`src/rtl/alu_addition.sv`:
```
// alu_addition: registered adder slice of the datapath ALU.
// Operands X/Y are captured with in_valid; the sum and the Carry/Sign/Zero/
// Parity/Overflow flags appear one clock later together with out_valid.
// Without in_valid the result registers hold and out_valid drops.

module alu_addition #(
  parameter int WIDTH = 16
) (
  input  logic             clk,
  input  logic             rst,
  input  logic             in_valid,
  input  logic [WIDTH-1:0] X,
  input  logic [WIDTH-1:0] Y,
  output logic             out_valid,
  output logic [WIDTH-1:0] Z,
  output logic             Carry,
  output logic             Sign,
  output logic             Zero,
  output logic             Parity,
  output logic             Overflow
);

  localparam int MSB = WIDTH - 1;

  logic [WIDTH:0]   sum_full;
  logic [WIDTH-1:0] sum;
  logic             sum_carry;
  logic             sum_sign;
  logic             sum_zero;
  logic             sum_parity;
  logic             sum_overflow;

  logic             out_valid_d, out_valid_q;
  logic [WIDTH-1:0] z_d, z_q;
  logic             carry_d, carry_q;
  logic             sign_d, sign_q;
  logic             zero_d, zero_q;
  logic             parity_d, parity_q;
  logic             overflow_d, overflow_q;

  // Combinational adder core and flag derivation from the WIDTH+1-bit sum.
  always_comb begin
    sum_full     = {1'b0, X} + {1'b0, Y};
    sum          = sum_full[WIDTH-1:0];
    sum_carry    = sum_full[WIDTH];
    sum_sign     = sum[MSB];
    sum_zero     = ~(|sum);
    sum_parity   = ~(^sum);
    sum_overflow = (X[MSB] & Y[MSB] & ~sum[MSB]) |
                   (~X[MSB] & ~Y[MSB] & sum[MSB]);
  end

  // Next-state: load a fresh result on in_valid, otherwise hold the last one.
  always_comb begin
    out_valid_d = in_valid;
    z_d         = z_q;
    carry_d     = carry_q;
    sign_d      = sign_q;
    zero_d      = zero_q;
    parity_d    = parity_q;
    overflow_d  = overflow_q;
    if (in_valid) begin
      z_d        = sum;
      carry_d    = sum_carry;
      sign_d     = sum_sign;
      zero_d     = sum_zero;
      parity_d   = sum_parity;
      overflow_d = sum_overflow;
    end
  end

  // Result registers; synchronous reset wins over in_valid and drops any result in flight.
  always_ff @(posedge clk) begin
    if (rst) begin
      out_valid_q <= 1'b0;
      z_q         <= '0;
      carry_q     <= 1'b0;
      sign_q      <= 1'b0;
      zero_q      <= 1'b0;
      parity_q    <= 1'b0;
      overflow_q  <= 1'b0;
    end else begin
      out_valid_q <= out_valid_d;
      z_q         <= z_d;
      carry_q     <= carry_d;
      sign_q      <= sign_d;
      zero_q      <= zero_d;
      parity_q    <= parity_d;
      overflow_q  <= overflow_d;
    end
  end

  assign out_valid = out_valid_q;
  assign Z         = z_q;
  assign Carry     = carry_q;
  assign Sign      = sign_q;
  assign Zero      = zero_q;
  assign Parity    = parity_q;
  assign Overflow  = overflow_q;

endmodule

```
`config.mk`:
```
export PLATFORM = sky130hd
export DESIGN_NAME = alu_addition
export DESIGN_NICKNAME = d
export VERILOG_FILES = /design/src/rtl/alu_addition.sv
export SDC_FILE = /design/constraint.sdc
export NUM_CORES = 1
export LEC_CHECK = 0
export ABC_CLOCK_PERIOD_IN_PS = 5400
export CORE_UTILIZATION = 50
export DETAILED_ROUTE_END_ITERATION = 8
export HOLD_SLACK_MARGIN = 0.02
export PLACE_DENSITY = 0.95
export REMOVE_ABC_BUFFERS = 1
export SKIP_LAST_GASP = 1
export SLEW_MARGIN = 20
export SYNTH_ARGS = -nofsm -noshare
export SYNTH_HDL_FRONTEND = slang
export SYNTH_SLANG_ARGS = --single-unit
```
`constraint.sdc`:
```
create_clock -name clk -period 5.4 [get_ports clk]
set_input_delay 0.54 -clock clk [delete_from_list [all_inputs] [get_ports clk]]
set_output_delay 0.54 -clock clk [all_outputs]
set_load 0.1 [all_outputs]
```
==> impl_metrics.ini, run 1 <==
[clock_network]
cts_tree = done
h-tree-depth = 1
clkTransAtPathRegs_ps = 110
cts_buffers = 3
ctsHoldBuffers = 0
cts-resized-gates = 0
clock_sinks = 21
postCtsSetupBuffers = 0
clock_path_buffers = 2
cts-root-buf = clkbuf_4
insertion_delay_ps = 310

[power_and_ir_drop]
p_leak_nw = 1.00
clockPowerShare = 0.109
ir_drop_v = 0.000139
pwr_density_cell_nw_per_um2 = 288
p_comb_frac = 0.631
netSwitchingPower_mw = 0.322
sequentialPowerShare = 0.260
swShare = 0.464
p_int_mw = 0.371

[finish]
insertedDiodeCount = 0
fillers = 241
fin_nets = 327
design_area_um2 = 2410
drive_gt1_frac = 0.0491
areaGrowthSynthToFinish_pct = 33.7

[worst_setup_path]
endpoint_kind = flip-flop
reg2reg_depth = 3
timing.rr.end = Z[2]$_SDFFE_PP0P_
r2r-start = Z[2]$_SDFFE_PP0P_
crit_arrival_ps = 3550
cp.required_ps = 5580
cp-startpoint = X[9]
reg2reg_setup_slack_ps = 4590
critPathKind = in -> reg
cp_max_fo = 7
worstSetupStartpointType = primary input

[place]
routabilityCongestion = 0.880
dpl_cell_area_um2 = 2390
dp_hpwl_um = 3370
portBuffers = 56
place_ws_ps = 1750

[grt]
grt_max_degree = 28
grt_pass1_wl_um = 6740
antenna_found_initial = 0
grt_pass1_vias = 1610
overflow = 0
track_usage = 0.233

[flow_run]
max_cap_viol_count = 0

[floorplan]
die_area_um2 = 3850
die_w_um = 62.1
ioPinCount = 57
core-area_um2 = 3390
die_h_um = 62.1
num_rows = 21
initial_core_util = 0.532

[synthesis]
synth-async-reset-ratio = 0
synth_warnings = 0
syn_area_per_cell_um2 = 8.47
netlist_area_um2 = 1800
synth_flop_cell = dfxtp_1
synthDistinctLibCells = 50
seq_area_frac_synth = 0.233
ys_ff_latch = 21
synthCells = 213
synth-edff-count = 0

[worst_hold_path]
hold_depth = 2
min_from = Z[10]$_SDFFE_PP0P_
holdPathEnd = Z[10]$_SDFFE_PP0P_
hp-class = reg -> reg

[timing]
fmax_mhz = 297
maxSlewHeadroom = 0.352
skew_ps = 0
finalHoldViolations = 0
slew_viol_final = 0
worstMarginPinSlew_ps = 969
setup_slack_ps = 2030
min_period_ps = 3370
rsz0062_at_grt = no
tns_ps = 0
fin_crit_sh = 0.624
setup_violations = 0

[detailed_routing]
first_pass_iters = 4
via_count = 1737
ant_nets = 0
vias_per_cell = 5.59
wl_per_cell_um = 13.3
drtIter0Drc = 110
wl_um = 4120
drc_errors = 0

[run_status]
status = completed
[through the flow]
step	util	total power [mW]	hold WS, ps	std cells
after floorplan	-	0.516	605	205
after global placement	0.704	0.606	466	307
after global routing	0.712	0.734	539	311
final	0.712	0.694	505	311
after detailed placement	0.704	0.618	487	307
after CTS	0.712	0.691	508	311
[cells in the mapped netlist, types with 4 or more instances]
library cell	n	share of area
inv_1	10	0.021
nor2_1	11	0.023
and2_1	8	0.028
xor2_1	6	0.029
o21ai_0	14	0.039
nand2_1	24	0.050
nand4_1	4	0.014
o211ai_1	4	0.017
ha_1	25	0.17
a21o_1	4	0.017
xnor2_1	14	0.068
clkbuf_1	4	0.0083
dfxtp_1	21	0.23
mux2i_1	5	0.028
a21oi_1	12	0.033
[worst max-delay path, cell delays in order]
cell and delay, ps:
clkdlybuf4s50_1 410, ha_1 390, o21ai_0 350, o21bai_1 130
a21o_1 210, a221oi_2 380, xor2_1 240, ha_1 280
xnor2_1 140, xnor2_1 200, xnor2_1 80, mux2i_1 140
nor2_1 50
[power by group through the flow]
stage               clock network, mW  logic, mW  registers, mW
global route                   0.0822      0.470          0.182
CTS                            0.0753      0.436          0.180
finish                         0.0758      0.438          0.180
detailed placement                  0      0.435          0.184
floorplan                           0      0.213          0.303
global placement                    0      0.422          0.183
[worst max path at each step]
stage,endpoint,slack (ps),cells past startpoint
after floorplan,Parity$_SDFFE_PP0P_,2480,14
after global placement,Parity$_SDFFE_PP0P_,1860,15
after detailed placement,Parity$_SDFFE_PP0P_,1750,15
after CTS,Parity$_SDFFE_PP0P_,2060,15
after global routing,Parity$_SDFFE_PP0P_,1820,16
final,Parity$_SDFFE_PP0P_,2030,13
[layer usage]
| metal | GRT usage | up-vias | routed length [um] |
|---|---|---|---|
| met5 | 0 | - | 0 |
| met4 | 0.111 | 0 | 80 |
| met2 | 0.400 | 51 | 2030 |
| li1 | - | 873 | - |
| met1 | 0.296 | 805 | 1920 |
| met3 | 0.0166 | 8 | 91 |
[kinds of logic (layout without fill, tap and decap cells)]
| kind of cell | after synthesis | in the layout | share of synthesized area |
|---|---|---|---|
| buf+inv | 19 | 71 | 0.0430 |
| xor+xnor | 20 | 20 | 0.0971 |
| fa+ha+maj | 26 | 26 | 0.184 |
| mux | 5 | 5 | 0.0277 |
| compound gates | 61 | 61 | 0.240 |
| flops | 21 | 21 | 0.233 |
| simple gates | 61 | 61 | 0.175 |
[sequential cells by signal, summed over array words and instances, names as in the netlist]
register and flops:
Parity 1, Z 16, Zero 1, Overflow 1, out_valid 1, Carry 1
[layout by cell type, fill, tap and decap left out, types with 5 or more instances in the layout]
cell type / instances
nor2_1: 11
inv_1: 10
nand2_1: 24
o21ai_0: 14
xor2_1: 6
a21oi_1: 12
dfxtp_1: 21
mux2i_1: 5
ha_1: 25
clkdlybuf4s50_1: 56
xnor2_1: 14
and2_1: 8
[cell type report]
| class | instances | area, um^2 | share of cell area |
|---|---|---|---|
| clock buffers | 4 | 26.3 | 0.0109 |
| inverters | 11 | 41.3 | 0.0171 |
| multi-input cells | 173 | 1310 | 0.541 |
| flip-flops and latches | 21 | 420 | 0.174 |
| well taps | 46 | 57.6 | 0.0239 |
| repair buffers | 56 | 561 | 0.232 |
(Power assumes the default switching activity.)
==> inputs of run 2 (changes only) <==
Settings changed: ABC_CLOCK_PERIOD_IN_PS 5400 to 2900, CORE_UTILIZATION 50 to 42, PLACE_DENSITY 0.95 to 0.86.
Clock period 5.4 ns to 2.9 ns, I/O delays scaled along.
==> impl_metrics.ini, run 2 (synthesized netlist as in run 1, its figures left out) <==
[worst_setup_path]
cpMaxStageDelayCell = clkdlybuf4s50_1
cp_top_family = compound AO/OA/AOI/OAI gates
cp_num_cells = 13
endpoint_kind = flip-flop
critPathKind = in -> reg
crit_chain = clkdlybuf4s50_1 -> ha_1 -> buf_4 -> a21oi_1 -> o21ai_1 -> o31a_1 -> xnor2_2 -> ha_4 -> xnor2_2 -> xnor2_1 -> xnor2_1 -> mux2i_1 -> nor2_1
critPathMaxStageDelay_ps = 400
cp_max_fo = 6
crit_arrival_ps = 2960
cp_num_buf_inv = 2
reg2reg_depth = 3
cp.required_ps = 3050
worstSetupStartpointType = primary input

[floorplan]
num_rows = 23
ioPinCount = 57
die_h_um = 67.5
die_w_um = 67.5
core-area_um2 = 4060
die_area_um2 = 4560
initial_core_util = 0.445

[grt]
grt_pass1_vias = 1698
track_usage = 0.208
grt_max_degree = 25
overflow = 0
antenna_found_initial = 0
grt_pass1_wl_um = 7260

[worst_hold_path]
hp-class = reg -> reg
hold_depth = 2

[detailed_routing]
wl_per_cell_um = 14.0
ant_nets = 0
wl_um = 5010
drc_errors = 0
via_count = 1917
drtIter0Drc = 152
vias_per_cell = 5.34
first_pass_iters = 4

[power_and_ir_drop]
swShare = 0.441
p_comb_frac = 0.652
p_int_mw = 0.840
netSwitchingPower_mw = 0.662
pwr_density_cell_nw_per_um2 = 530
clockPowerShare = 0.124
ir_drop_v = 0.000231
sequentialPowerShare = 0.224
p_leak_nw = 1.33
power_mw = 1.50

[finish]
fin_util = 0.699
areaGrowthSynthToFinish_pct = 57.1
design_area_um2 = 2840
largest_reg_flops = 16
drive_gt1_frac = 0.301
insertedDiodeCount = 0
fin_nets = 371
seqCellArea_um2 = 420
final_common_cell = buf_4
fillers = 303
layout_common_cells = buf_4, clkdlybuf4s50_1, nand2_1
multiInputGateArea_um2 = 1420

[clock_network]
h-tree-depth = 1
ctsHoldBuffers = 0
clkTransAtPathRegs_ps = 70
cts-root-buf = clkbuf_8
insertion_delay_ps = 250
cts_buffers = 3
clock_sinks = 21
clock_path_buffers = 2
cts_tree = done

[place]
routabilityCongestion = 0.818
dpl_cell_area_um2 = 2620
dp_hpwl_um = 3680
portBuffers = 56

[timing]
slew_viol_final = 0
min_period_ps = 2810
fmax_mhz = 356
skew_ps = 0
fin_crit_sh = 0.969
worstMarginPinSlew_ps = 380
finalHoldViolations = 0
setup_violations = 0
maxSlewHeadroom = 0.746
worst_hold_slack_ps = 483

[flow_run]
max_cap_viol_count = 0

[run_status]
status = completed
==> run 2: worst paths after layout <==
| kind | to | slack (ps) | from |
|---|---|---|---|
| setup / recovery | Parity$_SDFFE_PP0P_ | 90 | X[9] |
| hold / removal | Z[1]$_SDFFE_PP0P_ | 480 | Z[1]$_SDFFE_PP0P_ |
| setup reg to reg | Z[3]$_SDFFE_PP0P_ | 2170 | Z[3]$_SDFFE_PP0P_ |
| hold reg to reg | Z[1]$_SDFFE_PP0P_ | 480 | Z[1]$_SDFFE_PP0P_ |
==> run 2: power groups by stage <==
stage	Combinational [mW]	Sequential, mW	Clock, mW
5_1_grt	1.04	0.339	0.203
4_1_cts	0.920	0.337	0.187
3_5_place_dp	0.889	0.343	0
3_3_place_gp	0.857	0.342	0
6_report	0.980	0.336	0.186
2_1_floorplan	0.396	0.565	0
==> run 2: cell type report <==
class | count | area share
Tap cell | 50 | 0.0221
Multi-Input combinational cell | 173 | 0.500
Clock buffer | 4 | 0.0159
Inverter | 11 | 0.0146
Timing Repair Buffer | 100 | 0.299
Sequential cell | 21 | 0.148
==> run 2: stage by stage <==
| stage | TNS (ps) | instances | setup WS [ps] |
|---|---|---|---|
| after floorplan | 0 | 205 | 229 |
| after global placement | -226 | 349 | -226 |
| after detailed placement | -422 | 349 | -397 |
| after CTS | 0 | 353 | 0.683 |
| after global routing | -55.5 | 359 | -55.5 |
| final | 0 | 359 | 89.3 |
==> run 2: layer usage <==
| metal | vias to the layer above | GRT usage | wire length (um) |
|---|---|---|---|
| met5 | - | 0 | 0 |
| met4 | 0 | 0.0718 | 74 |
| met3 | 8 | 0.0253 | 203 |
| met2 | 62 | 0.369 | 2610 |
| met1 | 888 | 0.256 | 2130 |
| li1 | 959 | - | - |
==> run 2: tightest hold or removal path, stage by stage, from the launching register on <==
cell	delay, ps
dfxtp_1	310
nor2_1	80
a211oi_1	50
==> run 2: repair_timing <==
| action | 4_1_cts | 5_1_grt |
|---|---|---|
| buffers inserted | 0 | 6 |
| resized for setup | 10 | 16 |
| pin swaps | 15 | 23 |
| endpoints found under the setup margin | 1 | 1 |
| endpoints found under the hold margin | 0 | 0 |
==> inputs of run 3 (changes only) <==
Settings changed: CTS_CLUSTER_DIAMETER from default to 80, MAX_ROUTING_LAYER from default to met4.
==> impl_metrics.ini, run 3 (synthesized netlist as in run 1, its figures left out) <==
[detailed_routing]
first_pass_iters = 4
drc_errors = 0
ant_nets = 0
drtIter0Drc = 126
vias_per_cell = 5.28
wl_per_cell_um = 13.3
wl_um = 4760
via_count = 1894

[clock_network]
cts_tree = done
cts_buffers = 3
clkTransAtPathRegs_ps = 70
insertion_delay_ps = 250
cts-root-buf = clkbuf_8
clock_path_buffers = 2
h-tree-depth = 1
clock_sinks = 21

[timing]
slew_viol_final = 0
worstMarginPinSlew_ps = 374
tns_ps = 0
min_period_ps = 2790
setup_slack_ps = 107
setup_violations = 0
maxSlewHeadroom = 0.750
skew_ps = 0
fin_crit_sh = 0.963
fmax_mhz = 358
worst_hold_slack_ps = 483
finalHoldViolations = 0

[grt]
overflow = 0
grt_pass1_wl_um = 7270
grt_max_degree = 25
track_usage = 0.216
grt_pass1_vias = 1690
antenna_found_initial = 0

[flow_run]
max_cap_viol_count = 0

[worst_setup_path]
critPathMaxStageDelay_ps = 450
cpMaxStageDelayCell = clkdlybuf4s50_1
endpoint_kind = flip-flop
cp.required_ps = 3050
crit_chain = clkdlybuf4s50_1 -> ha_4 -> o211ai_1 -> buf_4 -> o211ai_1 -> a211o_1 -> nand4_2 -> ha_1 -> xnor2_2 -> xnor2_1 -> xnor2_1 -> mux2i_1 -> nor2_1
critPathKind = in -> reg
crit_arrival_ps = 2940
cp_max_fo = 4
worstSetupStartpointType = primary input

[floorplan]
die_w_um = 67.5
ioPinCount = 57
num_rows = 23
core-area_um2 = 4060
die_h_um = 67.5
initial_core_util = 0.445
die_area_um2 = 4560

[finish]
drive_gt1_frac = 0.294
areaGrowthSynthToFinish_pct = 56.0
largest_reg_flops = 16
layout_common_cells = buf_4, clkdlybuf4s50_1, nand2_1
final_cells = 359
fin_nets = 371
seqCellArea_um2 = 420
fillers = 307
multiInputGateArea_um2 = 1400
final_common_cell = buf_4
insertedDiodeCount = 0

[place]
dp_hpwl_um = 3680
place_ws_ps = -397
routabilityCongestion = 0.830
portBuffers = 56
dp_cells = 349

[power_and_ir_drop]
ir_drop_v = 0.000292
swShare = 0.438
netSwitchingPower_mw = 0.648
p_leak_nw = 1.33
clockPowerShare = 0.125
power_mw = 1.48
p_comb_frac = 0.647
p_int_mw = 0.832
sequentialPowerShare = 0.227
pwr_density_cell_nw_per_um2 = 526

[run_status]
status = completed

[worst_hold_path]
hp-class = reg -> reg
-- run 3: per-layer routing --
metal / routed length (um) / vias to the layer above / global-route usage
met5: 0 / - / -
met4: 115 / 0 / 0.0718
met3: 195 / 12 / 0.0304
met2: 2400 / 61 / 0.371
met1: 2050 / 859 / 0.254
li1: - / 962 / -
-- run 3: metrics by stage --
stage / utilization / instance area [um^2]
finish: 0.694 / 2820
floorplan: - / 1770
detailed placement: 0.646 / 2620
global route: 0.694 / 2820
CTS: 0.663 / 2690
global placement: 0.646 / 2620
-- run 3: area by class of cell --
class | instances | area share
Inverter | 11 | 0.0147
Timing Repair Buffer | 100 | 0.301
Clock buffer | 4 | 0.0160
Sequential cell | 21 | 0.149
Tap cell | 50 | 0.0222
Multi-Input combinational cell | 173 | 0.496
-- run 3: worst max-delay path: cells and delay by family --
kind                       cells  cell delay, ps
AOI/OAI and AO/OA              3             600
xor gates and xnor gates       3             410
and+or+nand+nor                2             190
adders and majority gates      2             660
buffers and inverters          2             610
muxes                          1             170
-- run 3: worst paths after layout --
check | startpoint | to | slack (ps) | cells past startpoint
max | X[4] | Parity$_SDFFE_PP0P_ | 110 | 13
min reg2reg | Z[1]$_SDFFE_PP0P_ | Z[1]$_SDFFE_PP0P_ | 480 | 2
min | Z[1]$_SDFFE_PP0P_ | Z[1]$_SDFFE_PP0P_ | 480 | 2
max reg2reg | Z[7]$_SDFFE_PP0P_ | Z[7]$_SDFFE_PP0P_ | 2180 | 3
-- run 3: power by group through the flow --
stage          combinational, mW  sequential, mW  clock [mW]
3_3_place_gp               0.857           0.342           0
5_1_grt                     1.02           0.339       0.204
4_1_cts                    0.920           0.337       0.187
6_report                   0.958           0.336       0.186
2_1_floorplan              0.396           0.565           0
3_5_place_dp               0.889           0.343           0
-- run 3: timing repair --
item,CTS,global route
setup endpoints to repair,1,1
hold buffers,0,0
setup buffers,0,6
cloned,0,0
pin swaps,15,23
resized for setup,10,14
